===== src/rtl/vco_voice_sched.sv =====
// vco_voice_sched: four-voice wavetable VCO scheduler sharing one LUT port and one wavetable port
module vco_voice_sched #(
  parameter int W         = 16,
  parameter int LUT_AW    = 9,
  parameter int WT_AW     = 8,
  parameter int BIT_START = 10
) (
  input  logic                clk,
  input  logic                rst_n,
  input  logic                sample_strobe,
  input  logic signed [W-1:0] sample_in0,
  input  logic signed [W-1:0] sample_in1,
  input  logic signed [W-1:0] sample_in2,
  input  logic signed [W-1:0] sample_in3,
  input  logic [3:0]          phase_rst,
  output logic                lut_re,
  output logic [LUT_AW-1:0]   lut_addr,
  input  logic [W-1:0]        lut_data,
  output logic                wt_re,
  output logic [WT_AW-1:0]    wt_addr,
  input  logic [W-1:0]        wt_data,
  output logic signed [W-1:0] sample_out0,
  output logic signed [W-1:0] sample_out1,
  output logic signed [W-1:0] sample_out2,
  output logic signed [W-1:0] sample_out3,
  output logic                sample_valid,
  output logic                busy,
  output logic                overrun
);
  typedef enum logic [2:0] {IDLE, LUT, ACC, CAP, COMMIT} state_t;
  state_t state, state_nx;
  logic [1:0] v;
  logic signed [W-1:0] in_reg [4];
  logic [3:0] prst_reg;
  logic [31:0] phase [4];
  logic [W-1:0] shadow [4];
  logic signed [W-1:0] sh;
  logic [31:0] next_ph;
  always_comb begin
    sh = in_reg[v] >>> 6;
    next_ph = (prst_reg[v] ? 32'd0 : phase[v]) + 32'(lut_data);
    lut_addr = sh[W-1] ? '0 : LUT_AW'(sh);
    wt_addr = next_ph[BIT_START+WT_AW-1:BIT_START];
  end
  always_comb begin
    state_nx = state == IDLE ? (sample_strobe ? LUT : IDLE) :
               state == LUT  ? ACC :
               state == ACC  ? CAP :
               state == CAP  ? (v == 2'd3 ? COMMIT : LUT) : IDLE;
  end
  always_comb begin
    lut_re = state == LUT;
    wt_re = state == ACC;
    busy = state != IDLE;
  end
  always_ff @(posedge clk or negedge rst_n) begin
    if (!rst_n) begin
      state <= IDLE;
      v <= '0;
      prst_reg <= '0;
      sample_valid <= 1'b0;
      overrun <= 1'b0;
      sample_out0 <= '0;
      sample_out1 <= '0;
      sample_out2 <= '0;
      sample_out3 <= '0;
      for (int i = 0; i < 4; i++) begin
        in_reg[i] <= '0;
        phase[i] <= '0;
        shadow[i] <= '0;
      end
    end else begin
      state <= state_nx;
      sample_valid <= state == COMMIT;
      overrun <= sample_strobe && state != IDLE;
      if (state == IDLE && sample_strobe) begin
        in_reg[0] <= sample_in0;
        in_reg[1] <= sample_in1;
        in_reg[2] <= sample_in2;
        in_reg[3] <= sample_in3;
        prst_reg <= phase_rst;
        v <= '0;
      end
      if (state == ACC) phase[v] <= next_ph;
      if (state == CAP) begin
        shadow[v] <= wt_data;
        v <= v + 2'd1;
      end
      if (state == COMMIT) begin
        sample_out0 <= shadow[0];
        sample_out1 <= shadow[1];
        sample_out2 <= shadow[2];
        sample_out3 <= shadow[3];
      end
    end
  end
endmodule


===== config.mk =====
export PLATFORM = sky130hd
export DESIGN_NAME = vco_voice_sched
export DESIGN_NICKNAME = d
export VERILOG_FILES = /design/src/rtl/vco_voice_sched.sv
export SDC_FILE = /design/constraint.sdc
export NUM_CORES = 1
export LEC_CHECK = 0
export ABC_AREA = 1
export CORE_ASPECT_RATIO = 1.25
export CORE_UTILIZATION = 58
export DETAILED_ROUTE_END_ITERATION = 6
export PLACE_DENSITY = 0.84
export SLEW_MARGIN = 20
export SYNTH_ARGS = -nofsm -noshare
export SYNTH_HDL_FRONTEND = slang
export SYNTH_SLANG_ARGS = --single-unit

===== constraint.sdc =====
create_clock -name clk -period 8.5 [get_ports clk]
set_input_delay 1.7 -clock clk [delete_from_list [all_inputs] [get_ports clk]]
set_output_delay 1.7 -clock clk [all_outputs]
set_load 0.03 [all_outputs]

==> impl_metrics.toml, run 1 <==
[cts]
holdBufCountCts = 0
cts_root_buffer = "clkbuf_16"
cts-buffers-inserted = 24
cts_sinks = 251
cts_resized = 0
clk_pin_slew_ps = 70
cts_tree = "built"
cts_buffer_depth = 3
clk_latency_ps = 530
post_cts_buffers = 0
htreeDepth = 1

[final_layout]
nNetsFinal = 1575
final_cell_area_um2 = 14000
num_antenna_cells = 0
syn2layout_area_growth_pct = 22.3
instances_no_fill = 1734
fillers = 1453
drive_gt1_frac = 0.0851
largest_reg_flops = 72
fin_util = 0.722

[logic_synthesis]
syn_nets = 1444
synth_cell_type_count = 35
netlist_top_cells_area = "dfrtp_1 55%, nand2_1 16%, o21ai_0 6.4%"
synthFlopType = "dfrtp_1"
syn_area_per_cell_um2 = 8.68
yosysMostFrequentCell = "nand2_1"
synth_cells = 1320
async_reset_ff_frac = 1.00
synth_top_area_frac = 0.548
syn_area_um2 = 11500
synth_area_leader_cell = "dfrtp_1"
ys.warnings.count = 0
synth-seq-cells = 251
synth_edf_count = 0
ys_top_cells_by_count = "480 x nand2_1, 251 x dfrtp_1, 146 x o21ai_0"
synth_seq_area_share = 0.548

[place]
io_buffers = 164
globalplace.congestion = 0.891
place_hpwl_um = 17200
dp.cells = 1690
placed_cell_area_um2 = 13100

[route]
dr.first_iter.drc_count = 775
viasPerCell = 5.45
firstDrtPassIters = 6
drt-wirelength-per-cell_um = 15.6
wirelength_um = 27000
vias = 9455
drc = 0
antenna_left = 0

[sta]
slew_headroom = 0.315
drv_slew = 0
period_share = 0.790
rsz0062_at_grt = "false"
max_freq_mhz = 149
period_needed_ps = 6710
hold_viol = 0
worst_slew_pin_slew_ps = 1020
finClkSkew_ps = 20.5
fin_tns_setup_ps = 0
setup-violations-final = 0

[die]
fp.coreArea_um2 = 19400
row_count = 57
start_util = 0.590
pin_count = 189
die_area_um2 = 20300
die_x_um = 128
fp.dieH_um = 159

[power_and_ir_drop]
p_total_mw = 6.27
peakVddDrop_uv = 302
power_density_nw_per_um2 = 448
p_leak_nw = 6.82

[critical_path]
crit_top_cell = "nand2_1"
path_cells = "buf_4 > inv_2 > nand2_1 > nand3_1 > nand2_2 > nand2_1 > inv_1 > ha_1 > inv_1 > fa_1 > o21ai_1 > nand2_1 > nand2_1 > nand2_1 > nand3_1 > and2_1 > clkdlybuf4s50_1"
crit_path_end_kind = "primary output"
critPathKind = "reg -> out"
cp.arrival_ps = 5010
max_stage_delay_ps = 670
required_ps = 6800
start_kind = "flip-flop"
crit_path_max_fanout = 61
cp_slowest_cell = "clkdlybuf4s50_1"

[grt]
antenna_found_initial = 0
overflow = 0
grt_pass1_vias = 9458
grt_first_pass_wirelength_um = 44900
grt_usage = 0.274
grt_max_degree = 103

[min_path]
hold_class = "reg -> reg"

[outcome]
status = "completed"

[job]
cap_viol_max_count = 0
path summary, 6_finish.rpt:
kind | startpoint | to | slack, ps | depth (start not counted)
min in group asynchronous | rst_n | sample_out0[4]$_DFFE_PN0P_ | 1200 | 1
min reg2reg | shadow[32]$_DFFE_PN0P_ | sample_out1[0]$_DFFE_PN0P_ | 470 | 2
max | v[0]$_DFFE_PN0P_ | wt_addr[6] | 1790 | 17
min | shadow[32]$_DFFE_PN0P_ | sample_out1[0]$_DFFE_PN0P_ | 470 | 2
max in group asynchronous | rst_n | phase[76]$_DFFE_PN0P_ | 5770 | 2
max reg2reg | v[0]$_DFFE_PN0P_ | phase[112]$_DFFE_PN0P_ | 4550 | 18
metrics by stage:
stage | hold slack (ps) | worst slack [ps]
final | 467 | 1790
after global routing | 485 | 1480
after CTS | 467 | 1880
after detailed placement | 451 | 2320
after global placement | 448 | 2320
after floorplan | 437 | 3580
layout by cell type (no fill, tap or decap), drive strengths merged:
cell and n:
and2 8, o21a 1, o21ai 163, clkdlybuf4s50 163
nor2 65, o211ai 1, xnor2 5, bufinv 5
inv 94, nand3 55, fa 1, nand4 1
nand3b 4, a21oi 27, ha 20, dfrtp 251
a32o 1, buf 9, or2 3, o22ai 20
clkinv 12, clkinvlp 3, nand2 483, nor4 2
clkbuf 27, mux2 44, a21boi 1
power breakdown:
group	switching, mW	total, mW	leakage, nW	internal [mW]
sequential	0.299	2.06	2.89	1.76
clock	0.466	1.16	0.421	0.690
combinational	1.90	3.06	3.51	1.15
total	2.67	6.27	6.82	3.61
worst max-delay path, delay by kind of cell (launching register included):
family | cells | cell delay [ps]
buf+inv | 5 | 1750
simple gates | 9 | 1410
fa+ha+maj | 2 | 630
flops | 1 | 340
compound gates | 1 | 290
area by class of cell:
| class | instances | area, µm² | share of cell area |
|---|---|---|---|
| Multi-Input combinational cell | 905 | 4460 | 0.318 |
| Clock buffer | 27 | 632 | 0.0451 |
| Inverter | 97 | 367 | 0.0262 |
| Clock inverter | 17 | 229 | 0.0163 |
| Timing Repair Buffer | 172 | 1710 | 0.122 |
| Tap cell | 265 | 332 | 0.0237 |
| Sequential cell | 251 | 6280 | 0.449 |
routing by layer:
metal	routed length, µm	track usage
met5	0	0
met4	692	0.101
met3	1670	0.0413
met2	13700	0.482
met1	10900	0.342
kinds of logic (layout without fill, tap and decap cells):
family          after synthesis  after routing  synth area share
compound gates              214            214            0.0987
simple gates                621            621             0.220
flops                       251            251             0.548
fa+ha+maj                    21             21            0.0236
buf+inv                     164            313            0.0626
mux                          44             44            0.0433
xor+xnor                      5              5           0.00382
(Power assumes the default switching activity.)
==> run 2, diff against run 1 <==
- CORE_UTILIZATION: 58 -> 54
- PLACE_DENSITY: 0.84 -> 0.79
- clock period: 8.5 -> 7 ns (I/O delays scaled with it)
==> run 2 against run 1 <==
  * Flip-flop and latch count did not move
  * Clock power rose by 17%
  * Routed wire length rose by 1.6%
  * Clock skew fell by 15 ps
  * Largest cell class unchanged
  * Largest power group unchanged
==> impl_metrics.toml, run 2 (synthesized netlist as in run 1, its figures left out) <==
[outcome]
status = "completed"

[critical_path]
crit_top_cell = "nand2_1"
cp.arrival_ps = 4380
critPathLaunch = "v[0]$_DFFE_PN0P_"
timing.rr.end = "phase[41]$_DFFE_PN0P_"
path_depth = 16
cp_slowest_cell = "clkdlybuf4s50_1"
crit_path_end_kind = "primary output"
r2r_cells = 14
crit_path_max_fanout = 60
required_ps = 5600
critPathKind = "reg -> out"
max_stage_delay_ps = 680
rr_startpoint = "v[0]$_DFFE_PN0P_"
cp_top_family = "simple AND/OR/NAND/NOR gates"
reg2reg_slack_ps = 3740
path_cells = "buf_4 > nand2_1 > nand3_1 > nand2_2 > nand2_1 > inv_1 > ha_1 > inv_1 > fa_1 > o21ai_1 > nand2_1 > nand2_1 > nand2_1 > nand3_1 > and2_1 > clkdlybuf4s50_1"
start_kind = "flip-flop"
critPathBufInv = 4
setup.worst_path.end = "wt_addr[6]"

[grt]
antenna_found_initial = 0
grt_first_pass_wirelength_um = 44900
grt_usage = 0.259
grt_max_degree = 133
overflow = 0
grt_pass1_vias = 9116

[sta]
max_freq_mhz = 173
holdWs_ps = 468
setup-violations-final = 0
finClkSkew_ps = 5.99
worst_slew_pin_slew_ps = 1010
slew_headroom = 0.322
fin_tns_setup_ps = 0
period_needed_ps = 5780
drv_slew = 0
period_share = 0.825
rsz0062_at_grt = "false"
hold_viol = 0

[power_and_ir_drop]
p_leak_nw = 6.83
p_total_mw = 7.57
swShare = 0.424
p_switching_mw = 3.21
peakVddDrop_uv = 448
p_seq_frac = 0.328
pwr-share-clk = 0.180
power_density_nw_per_um2 = 540
pwr-share-comb = 0.492
p_int_mw = 4.36

[die]
fp.coreArea_um2 = 20800
fp.dieH_um = 165
die_area_um2 = 21800
start_util = 0.550
pin_count = 189
row_count = 59
die_x_um = 132

[place]
place_hpwl_um = 17800
globalplace.congestion = 0.962
io_buffers = 164

[route]
drt-wirelength-per-cell_um = 15.7
drc = 0
dr.first_iter.drc_count = 655
wirelength_um = 27400
firstDrtPassIters = 5
vias = 9300
viasPerCell = 5.33
antenna_left = 0

[cts]
holdBufCountCts = 0
cts_root_buffer = "clkbuf_16"
cts_sinks = 251
cts_buffer_depth = 3
clk_latency_ps = 520
post_cts_buffers = 0
clk_pin_slew_ps = 60
htreeDepth = 1
cts_tree = "built"
cts_resized = 0
cts-buffers-inserted = 25

[final_layout]
fillers = 1689
syn2layout_area_growth_pct = 22.3
drive_gt1_frac = 0.0849
final_common_cell = "nand2_1"
fin_util = 0.673
largest_reg_flops = 72
num_antenna_cells = 0
final_cell_mix = "479 x nand2_1, 250 x dfrtp_1, 163 x clkdlybuf4s50_1, 146 x o21ai_0, 87 x inv_1"
nNetsFinal = 1579

[job]
cap_viol_max_count = 0

[min_path]
hold_class = "reg -> reg"
[run 2: layer usage]
metal,routed length (µm),global-route usage
met5,0,0
met4,790,0.0972
met3,1640,0.0374
met2,13700,0.462
met1,11300,0.319
[run 2: layout make-up]
class	instances	area, µm²	share of cell area
Clock buffer	33	696	0.0496
Clock inverter	11	136	0.00973
Inverter	97	367	0.0262
Multi-Input combinational cell	905	4460	0.318
Sequential cell	251	6280	0.448
Tap cell	274	343	0.0245
Timing Repair Buffer	175	1730	0.123
[run 2: worst min-delay path by stage]
stage,start,to,slack (ps),cells after the start
2_1_floorplan,phase[0]$_DFFE_PN0P_,phase[0]$_DFFE_PN0P_,440,2
3_3_place_gp,shadow[54]$_DFFE_PN0P_,sample_out0[6]$_DFFE_PN0P_,450,2
3_5_place_dp,shadow[10]$_DFFE_PN0P_,sample_out3[10]$_DFFE_PN0P_,450,2
4_1_cts,shadow[10]$_DFFE_PN0P_,sample_out3[10]$_DFFE_PN0P_,470,2
5_1_grt,phase[10]$_DFFE_PN0P_,phase[10]$_DFFE_PN0P_,490,2
6_report,shadow[29]$_DFFE_PN0P_,sample_out2[13]$_DFFE_PN0P_,470,2
[run 2: power groups by stage]
stage	combinational, mW	sequential (mW)	clock (mW)
after floorplan	2.38	2.71	0
after global placement	3.61	2.47	0
after detailed placement	3.70	2.50	0
after CTS	3.72	2.48	1.39
after global routing	4.12	2.56	1.45
final	3.72	2.48	1.36
[run 2: worst min-delay path, stage by stage, from the launching register on]
cell and delay (ps):
dfrtp_1 340, nand2_1 60, nand2_1 50
[run 2: through the flow]
step / worst slack [ps] / area (µm²) / instances
6_report: 1220 / 14000 / 1746
2_1_floorplan: 2680 / 11500 / 1320
3_3_place_gp: 1450 / 13200 / 1702
3_5_place_dp: 1420 / 13200 / 1702
5_1_grt: 949 / 14000 / 1746
4_1_cts: 1230 / 14000 / 1746
==> run 3, diff against run 2 <==
- clock period: 7 -> 5.6 ns (I/O delays scaled with it)
==> run 3 against run 2 <==
  * Flip-flop and latch count is the same
  * Clock skew grew 3.0 ps
  * Global-route usage shrank 0.39 points
  * Highest routed layer unchanged
  * Sequential power grew 26%
  * Register-to-register slack lost 1200 ps
  * Critical path depth grew 1
  * Largest power group unchanged
==> impl_metrics.toml, run 3 (synthesized netlist as in run 1, its figures left out) <==
[cts]
cts-buffers-inserted = 25
cts_root_buffer = "clkbuf_16"
cts_tree = "built"
cts_sinks = 251
clk_latency_ps = 530
holdBufCountCts = 0
cts_buffer_depth = 3
cts_resized = 0
clk_pin_slew_ps = 60
htreeDepth = 1
post_cts_buffers = 0

[route]
antenna_left = 0
firstDrtPassIters = 5
viasPerCell = 5.32
dr.first_iter.drc_count = 645
vias = 9304
drc = 0
wirelength_um = 27100
drt-wirelength-per-cell_um = 15.5

[critical_path]
critPathBufInv = 5
rr_startpoint = "v[0]$_DFFE_PN0P_"
crit_top_cell = "nand2_1"
max_stage_delay_ps = 680
start_kind = "flip-flop"
crit_path_end_kind = "primary output"
cp.arrival_ps = 4120
required_ps = 4480
cp_slowest_cell = "clkdlybuf4s50_1"
crit_path_max_fanout = 23
critPathLaunch = "v[0]$_DFFE_PN0P_"
cp_top_family = "buffers and inverters"
critPathKind = "reg -> out"
path_cells = "inv_4 > buf_4 > a21oi_1 > o21ai_0 > nand2_1 > nand2_1 > inv_1 > ha_1 > nand2_1 > inv_1 > a21oi_1 > nand3_1 > nand2_1 > nand2_1 > nand2_1 > and2_1 > clkdlybuf4s50_1"

[place]
placed_cell_area_um2 = 13200
io_buffers = 164
place_hpwl_um = 17700
globalplace.congestion = 0.939

[grt]
antenna_found_initial = 0
grt_usage = 0.255
grt_max_degree = 130
overflow = 0
grt_first_pass_wirelength_um = 44700
grt_pass1_vias = 9069

[sta]
worst_slew_pin_slew_ps = 972
finClkSkew_ps = 9.04
slew_headroom = 0.352
period_share = 0.936
period_needed_ps = 5240
fin_tns_setup_ps = 0
setup-violations-final = 0
drv_slew = 0
max_freq_mhz = 191
hold_viol = 0
rsz0062_at_grt = "false"

[die]
row_count = 59
die_x_um = 132
fp.dieH_um = 165
pin_count = 189
fp.coreArea_um2 = 20800
start_util = 0.550
die_area_um2 = 21800

[power_and_ir_drop]
power_density_nw_per_um2 = 672
peakVddDrop_uv = 402
p_leak_nw = 6.83

[final_layout]
final_cell_mix = "479 x nand2_1, 250 x dfrtp_1, 163 x clkdlybuf4s50_1, 146 x o21ai_0, 87 x inv_1"
nNetsFinal = 1581
largest_reg_flops = 72
syn2layout_area_growth_pct = 22.6
num_antenna_cells = 0
drive_gt1_frac = 0.0860
final_common_cell = "nand2_1"
final_cell_area_um2 = 14000

[job]
cap_viol_max_count = 0

[outcome]
status = "completed"

[min_path]
hold_class = "reg -> reg"
hold_start = "shadow[42]$_DFFE_PN0P_"
[run 3: worst min-delay path, stage by stage (launching register included)]
cell,delay [ps]
dfrtp_1,340
nand2_1,50
nand2_1,50
[run 3: cell type report]
class	count	area (µm²)
fillers	1722	6780
repair buffers	177	1760
multi-input cells	905	4460
well taps	274	343
clock inverters	12	138
flip-flops and latches	251	6280
inverters	97	369
clock buffers	34	689
[run 3: metrics by stage]
step	std cells	power, mW	utilization	setup slack [ps]	hold WS (ps)
after floorplan	1320	6.37	-	1700	437
final	1750	9.44	0.674	357	465
after global routing	1750	10.1	0.674	124	473
after global placement	1704	7.62	0.634	641	450
after detailed placement	1704	7.74	0.634	630	455
after CTS	1750	9.47	0.674	238	471
[run 3: path summary, 6_finish.rpt]
check	slack, ps	to	depth (start not counted)
setup / recovery	360	wt_addr[7]	17
hold / removal	460	sample_out1[10]$_DFFE_PN0P_	2
setup reg to reg	2560	phase[73]$_DFFE_PN0P_	15
hold reg to reg	460	sample_out1[10]$_DFFE_PN0P_	2
max in group asynchronous	3770	phase[43]$_DFFE_PN0P_	2
min in group asynchronous	670	sample_out1[4]$_DFFE_PN0P_	1
[run 3: power by group]
group          internal (mW)  switching [mW]  total (mW)
clock network          0.966           0.713        1.68
registers               2.68           0.456        3.13
logic                   1.78            2.85        4.63
total                   5.42            4.02        9.44
[run 3: layer usage]
| metal | vias up | track usage | part of all wire |
|---|---|---|---|
| met3 | 47 | 0.0325 | 0.058 |
| met2 | 292 | 0.458 | 0.51 |
| li1 | 4489 | - | - |
| met4 | 0 | 0.0758 | 0.022 |
| met5 | - | 0 | 0 |
| met1 | 4476 | 0.323 | 0.41 |
==> RTL edit 1 (flow settings as in run 3) <==
Add an input register stage for `wt_data`, without a reset; this delays it by one clock. The other inputs are not delayed to match.
--- a/src/rtl/vco_voice_sched.sv
+++ b/src/rtl/vco_voice_sched.sv
@@ -28,6 +28,13 @@
   output logic                overrun
 );
   typedef enum logic [2:0] {IDLE, LUT, ACC, CAP, COMMIT} state_t;
+
+  logic [W-1:0] wt_data_q;
+
+  always_ff @(posedge clk) begin
+    wt_data_q <= wt_data;
+  end
+
   state_t state, state_nx;
   logic [1:0] v;
   logic signed [W-1:0] in_reg [4];
@@ -83,7 +90,7 @@
       end
       if (state == ACC) phase[v] <= next_ph;
       if (state == CAP) begin
-        shadow[v] <= wt_data;
+        shadow[v] <= wt_data_q;
         v <= v + 2'd1;
       end
       if (state == COMMIT) begin
Behaviour: no difference found for any inputs over 10 cycles, from zero or initial values and one cycle with rst_n low; that may be too few to reach the edited logic, so the function may still have changed.
==> RTL edit 1 against run 3 <==
Setup slack better by 0.30 ns; core utilization is 0.17 points lower; sequential share of layout area grew 0.78 points; sequential cell count increased by 16; sequential power is 2% higher; synthesized area rose by 3.9%; total power is 2.8% higher; critical endpoint is now wt_addr[6]; final area increased by 3.2%; wire length rose by 3.3%.
==> RTL edit 1: results (changes against run 3) <==
metric;value;unit;change
Layout clock area frac;0.05852;;-0.0003837
WP data arrival;3.82;ns;-0.30 ns
status;completed;;
worst r2r path cells;17;;+2
syn_nets;1459;;+1.0%
Setup WS pre-CTS;1.119;ns;+0.4887 ns
slew of the pin with the lowest slew margin;0.8222;ns;-0.1499 ns
Non-clk bufs;173;;-2.3%
Post-synth top cells;nand2_1, dfrtp_1, o21ai_0;;
number of DRC markers in iteration 0;595;;-7.8%
Seq/total area;0.4554;;+0.007771
multi-input logic area;4531;µm²;+1.6%
Overall Global Routing Usage;0.2496;;-0.005352
Seq/Total Area, Yosys;0.5547;;+0.006392
Synth cell types;39;;+11%
Synth Area in Compound Gates;0.1025;;+0.003769
pwr/cell area;669.5;nW/µm²;-0.45%
total wire length;28030;µm;+3.3%
hold_sp;wt_data_q[6];;
Hold EP;shadow[6];;
Fin Clk Skew;0.01672;ns;+0.007678 ns
slowest CP cell;fa_1;;
Non-Clock Inverter Count;107;;+10%
filler instances;1743;;+1.2%
main area contributors after synthesis;dfrtp_1, nand2_1, o21ai_0;;
dpl cell area;13650;µm²;+3.3%
FMAX;0.2024;GHz;+6.1%
Multi-In Gates;894;;-1.2%
std cell rows;60;;+1.7%
largest net degree at the start of global routing;120;;-7.7%
R2R Path Start;v[0];;
routed vias;9389;;+0.91%
vias in the first global route;9093;;+0.26%
fraction of layout cells with a size suffix above 1;0.1048;;+0.01872
Post-Synth XOR/XNOR Area;0.003680;;-0.0001431
peak supply drop;0.0004682;V;+16%
Hold Crit Class;flip-flop to flip-flop;;
# clk buffers;29;;-15%
crit path to;wt_addr[6];;
Synth Area in Adders;0.02271;;-0.0008831
multiplexer share of the synthesized area;0.04164;;-0.001619
non-clk buf share;0.1212;;-0.003932
Num CTS Buffers;26;;+4.0%
Static Leakage;7.227;nW;+5.8%
Crit Path Max Fanout;33;;+43%
seq_cells;267;;+6.4%
first-pass GRT wire length;44860;µm;+0.45%
async set-reset flop share out of synthesis;0.9401;;-0.05993
Detailed Place HPWL;18180;µm;+2.9%
hold slack;0.4636;ns;-0.001024 ns
drt pass-1 iters;5;;unchanged
## RTL edit 1: cell types whose count changed in the layout (fill, tap and decap cells not counted), moves of 5 or more
cell             delta
clkdlybuf4s50_1     -8
nand2_4             +5
o21ai_2             +9
inv_1               +9
dfxtp_1            +16
nand2_1            -30
## RTL edit 1: worst register-to-register path: cells and delay by family (launching register included)
kind | cells | cell delay, ns
and+or+nand+nor | 11 | 1.42
buffers and inverters | 3 | 0.38
AOI/OAI and AO/OA | 1 | 0.23
adders and majority gates | 2 | 0.62
DFF | 1 | 0.41
## RTL edit 1: layer usage
metal | up-vias | routed length, µm | track usage
met4 | 0 | 566 | 0.07328
li1 | 4531 | - | -
met3 | 45 | 1543 | 0.03101
met5 | - | 0 | 0
met2 | 280 | 14700 | 0.4534
met1 | 4533 | 11220 | 0.3085
## RTL edit 1: where the power goes
part	switching, mW	internal (mW)	total, mW
Sequential	0.425	2.76	3.19
Combinational	2.94	1.84	4.79
Clock	0.762	0.967	1.73
==> RTL edit 2 (settings of run 3) <==
Without the edit above. Change the parameter `WT_AW` from 8 to 6.
--- a/src/rtl/vco_voice_sched.sv
+++ b/src/rtl/vco_voice_sched.sv
@@ -2,7 +2,7 @@
 module vco_voice_sched #(
   parameter int W         = 16,
   parameter int LUT_AW    = 9,
-  parameter int WT_AW     = 8,
+  parameter int WT_AW     = 6,
   parameter int BIT_START = 10
 ) (
   input  logic                clk,
Ports: changed (resized wt_addr); port bits go from 189 to 187. The function was not compared with the original's and may differ.
==> RTL edit 2 against run 3 <==
Wire length fell by 3.7%; clock skew rose by 0.0027 ns; setup slack improved by 0.37 ns; highest routed layer unchanged; final area fell by 3.6%; total power fell by 6.0%; synthesized area fell by 3.1%; largest power group unchanged; synthesized cell count fell by 2.8%; critical path type unchanged; largest cell class unchanged; sequential cell count fell by 8.
==> RTL edit 2: results (changes against run 3) <==
metric;value;unit;change
status;completed;;
final RePlAce weighted congestion;0.8979;;-4.3%
peak supply drop;0.0005154;V;+28%
later-pin clock latency in the skew report;0.53;ns;about the same
fraction of layout cells with a size suffix above 1;0.08914;;+0.003093
Seq/Total Area, Yosys;0.5480;;about the same
filler instances;1654;;-3.9%
dpl cell area;12770;µm²;-3.3%
GR Util met2;0.4456;;-0.01279
Overall Global Routing Usage;0.2570;;+0.001993
Setup Buffers After CTS;0;;unchanged
Routed Antenna Nets;0;;unchanged
Crit Reg-Reg Endpoint;phase[79];;
Final #Nets;1540;;-2.6%
sum of routed wire segments on met1;11080;µm;-0.78%
non-filler cells, final;1706;;-2.5%
vias in the first global route;8587;;-5.3%
worst r2r path cells;17;;+2
Crit Path Max Fanout;21;;-8.7%
total wire length;26140;µm;-3.7%
Inserted Diodes;0;;unchanged
routing usage on met3;0.03096;;-0.001574
H-tree depth;1;;unchanged
Longest Clk Path Bufs;3;;unchanged
syn_nets;1406;;-2.6%
Syn Area/Cell;8.648;µm²;-0.34%
Startpoint Class;flip-flop;;
met2 wire length;13020;µm;-5.7%
Static Leakage;6.704;nW;-1.9%
delay-heaviest family, CP;simple AND/OR/NAND/NOR gates;;
first-pass GRT wire length;42690;µm;-4.4%
crit path to;wt_addr[5];;
slowest CP cell;dfrtp_1;;
main area contributors after synthesis;dfrtp_1, nand2_1, o21ai_0;;
setup_tns;0;ns;unchanged
Vias/cell;5.266;;-0.95%
Primary FF master, synth;dfrtp_1;;
max incr delay on CP;0.43;ns;-0.25 ns
Hold Crit Class;flip-flop to flip-flop;;
Post-synth top cells;nand2_1, dfrtp_1, o21ai_0;;
port bufs;162;;-1.2%
Synth cell types;32;;-8.6%
slew margin rel.;0.2688;;-0.08315
R2R Path Start;v[0];;
largest net degree at the start of global routing;118;;-9.2%
number of DRC markers in iteration 0;745;;+16%
met3 wire len;1583;µm;+0.25%
Fin Clk Skew;0.01177;ns;+0.002729 ns
grt met1 use;0.3399;;+0.01660
r2r setup slk;2.43;ns;-0.13 ns
Detailed Place HPWL;17030;µm;-3.6%
==> RTL edit 2: area by class of cell <==
cell class	instances	area, µm²	share of cell area
Clock inverter	10	78.83	0.005824
Clock buffer	36	686.9	0.05075
Sequential cell	243	6081	0.4493
Multi-Input combinational cell	870	4273	0.3157
Timing Repair Buffer	171	1679	0.1241
Tap cell	270	337.8	0.02496
Inverter	106	397.9	0.02940
==> RTL edit 2: cells by family after synthesis <==
| logic type | Yosys count | share of synthesized area |
|---|---|---|
| flops | 243 | 0.5480 |
| compound gates | 180 | 0.08784 |
| xor+xnor | 6 | 0.004737 |
| fa+ha+maj | 20 | 0.02323 |
| simple gates | 620 | 0.2244 |
| mux | 44 | 0.04466 |
| buf+inv | 170 | 0.06709 |
==> RTL edit 2: metrics by stage <==
stage	hold WS (ns)	power (mW)	setup slack, ns	utilization
finish	0.4572	8.878	0.7312	0.6733
global route	0.4884	9.558	0.4235	0.6733
CTS	0.4617	8.919	0.7611	0.6733
detailed placement	0.4535	7.323	1.292	0.6352
global placement	0.4490	7.204	1.292	0.6352
floorplan	0.4366	6.076	1.882	-
==> RTL edit 2: worst min-delay path by stage <==
stage	start	end	slack, ns	cells past startpoint
final	shadow[63]	sample_out0[15]	0.46	2
after floorplan	phase[0]	phase[0]	0.44	2
after detailed placement	shadow[41]	sample_out1[9]	0.45	2
after CTS	shadow[45]	sample_out1[13]	0.46	2
after global routing	shadow[53]	sample_out0[5]	0.49	2
after global placement	phase[2]	phase[2]	0.45	2
==> RTL edit 2: where the power goes <==
group          switching [mW]  internal [mW]  total [mW]
registers               0.425           2.59        3.01
clock network           0.690          0.865        1.56
logic                    2.67           1.64        4.31
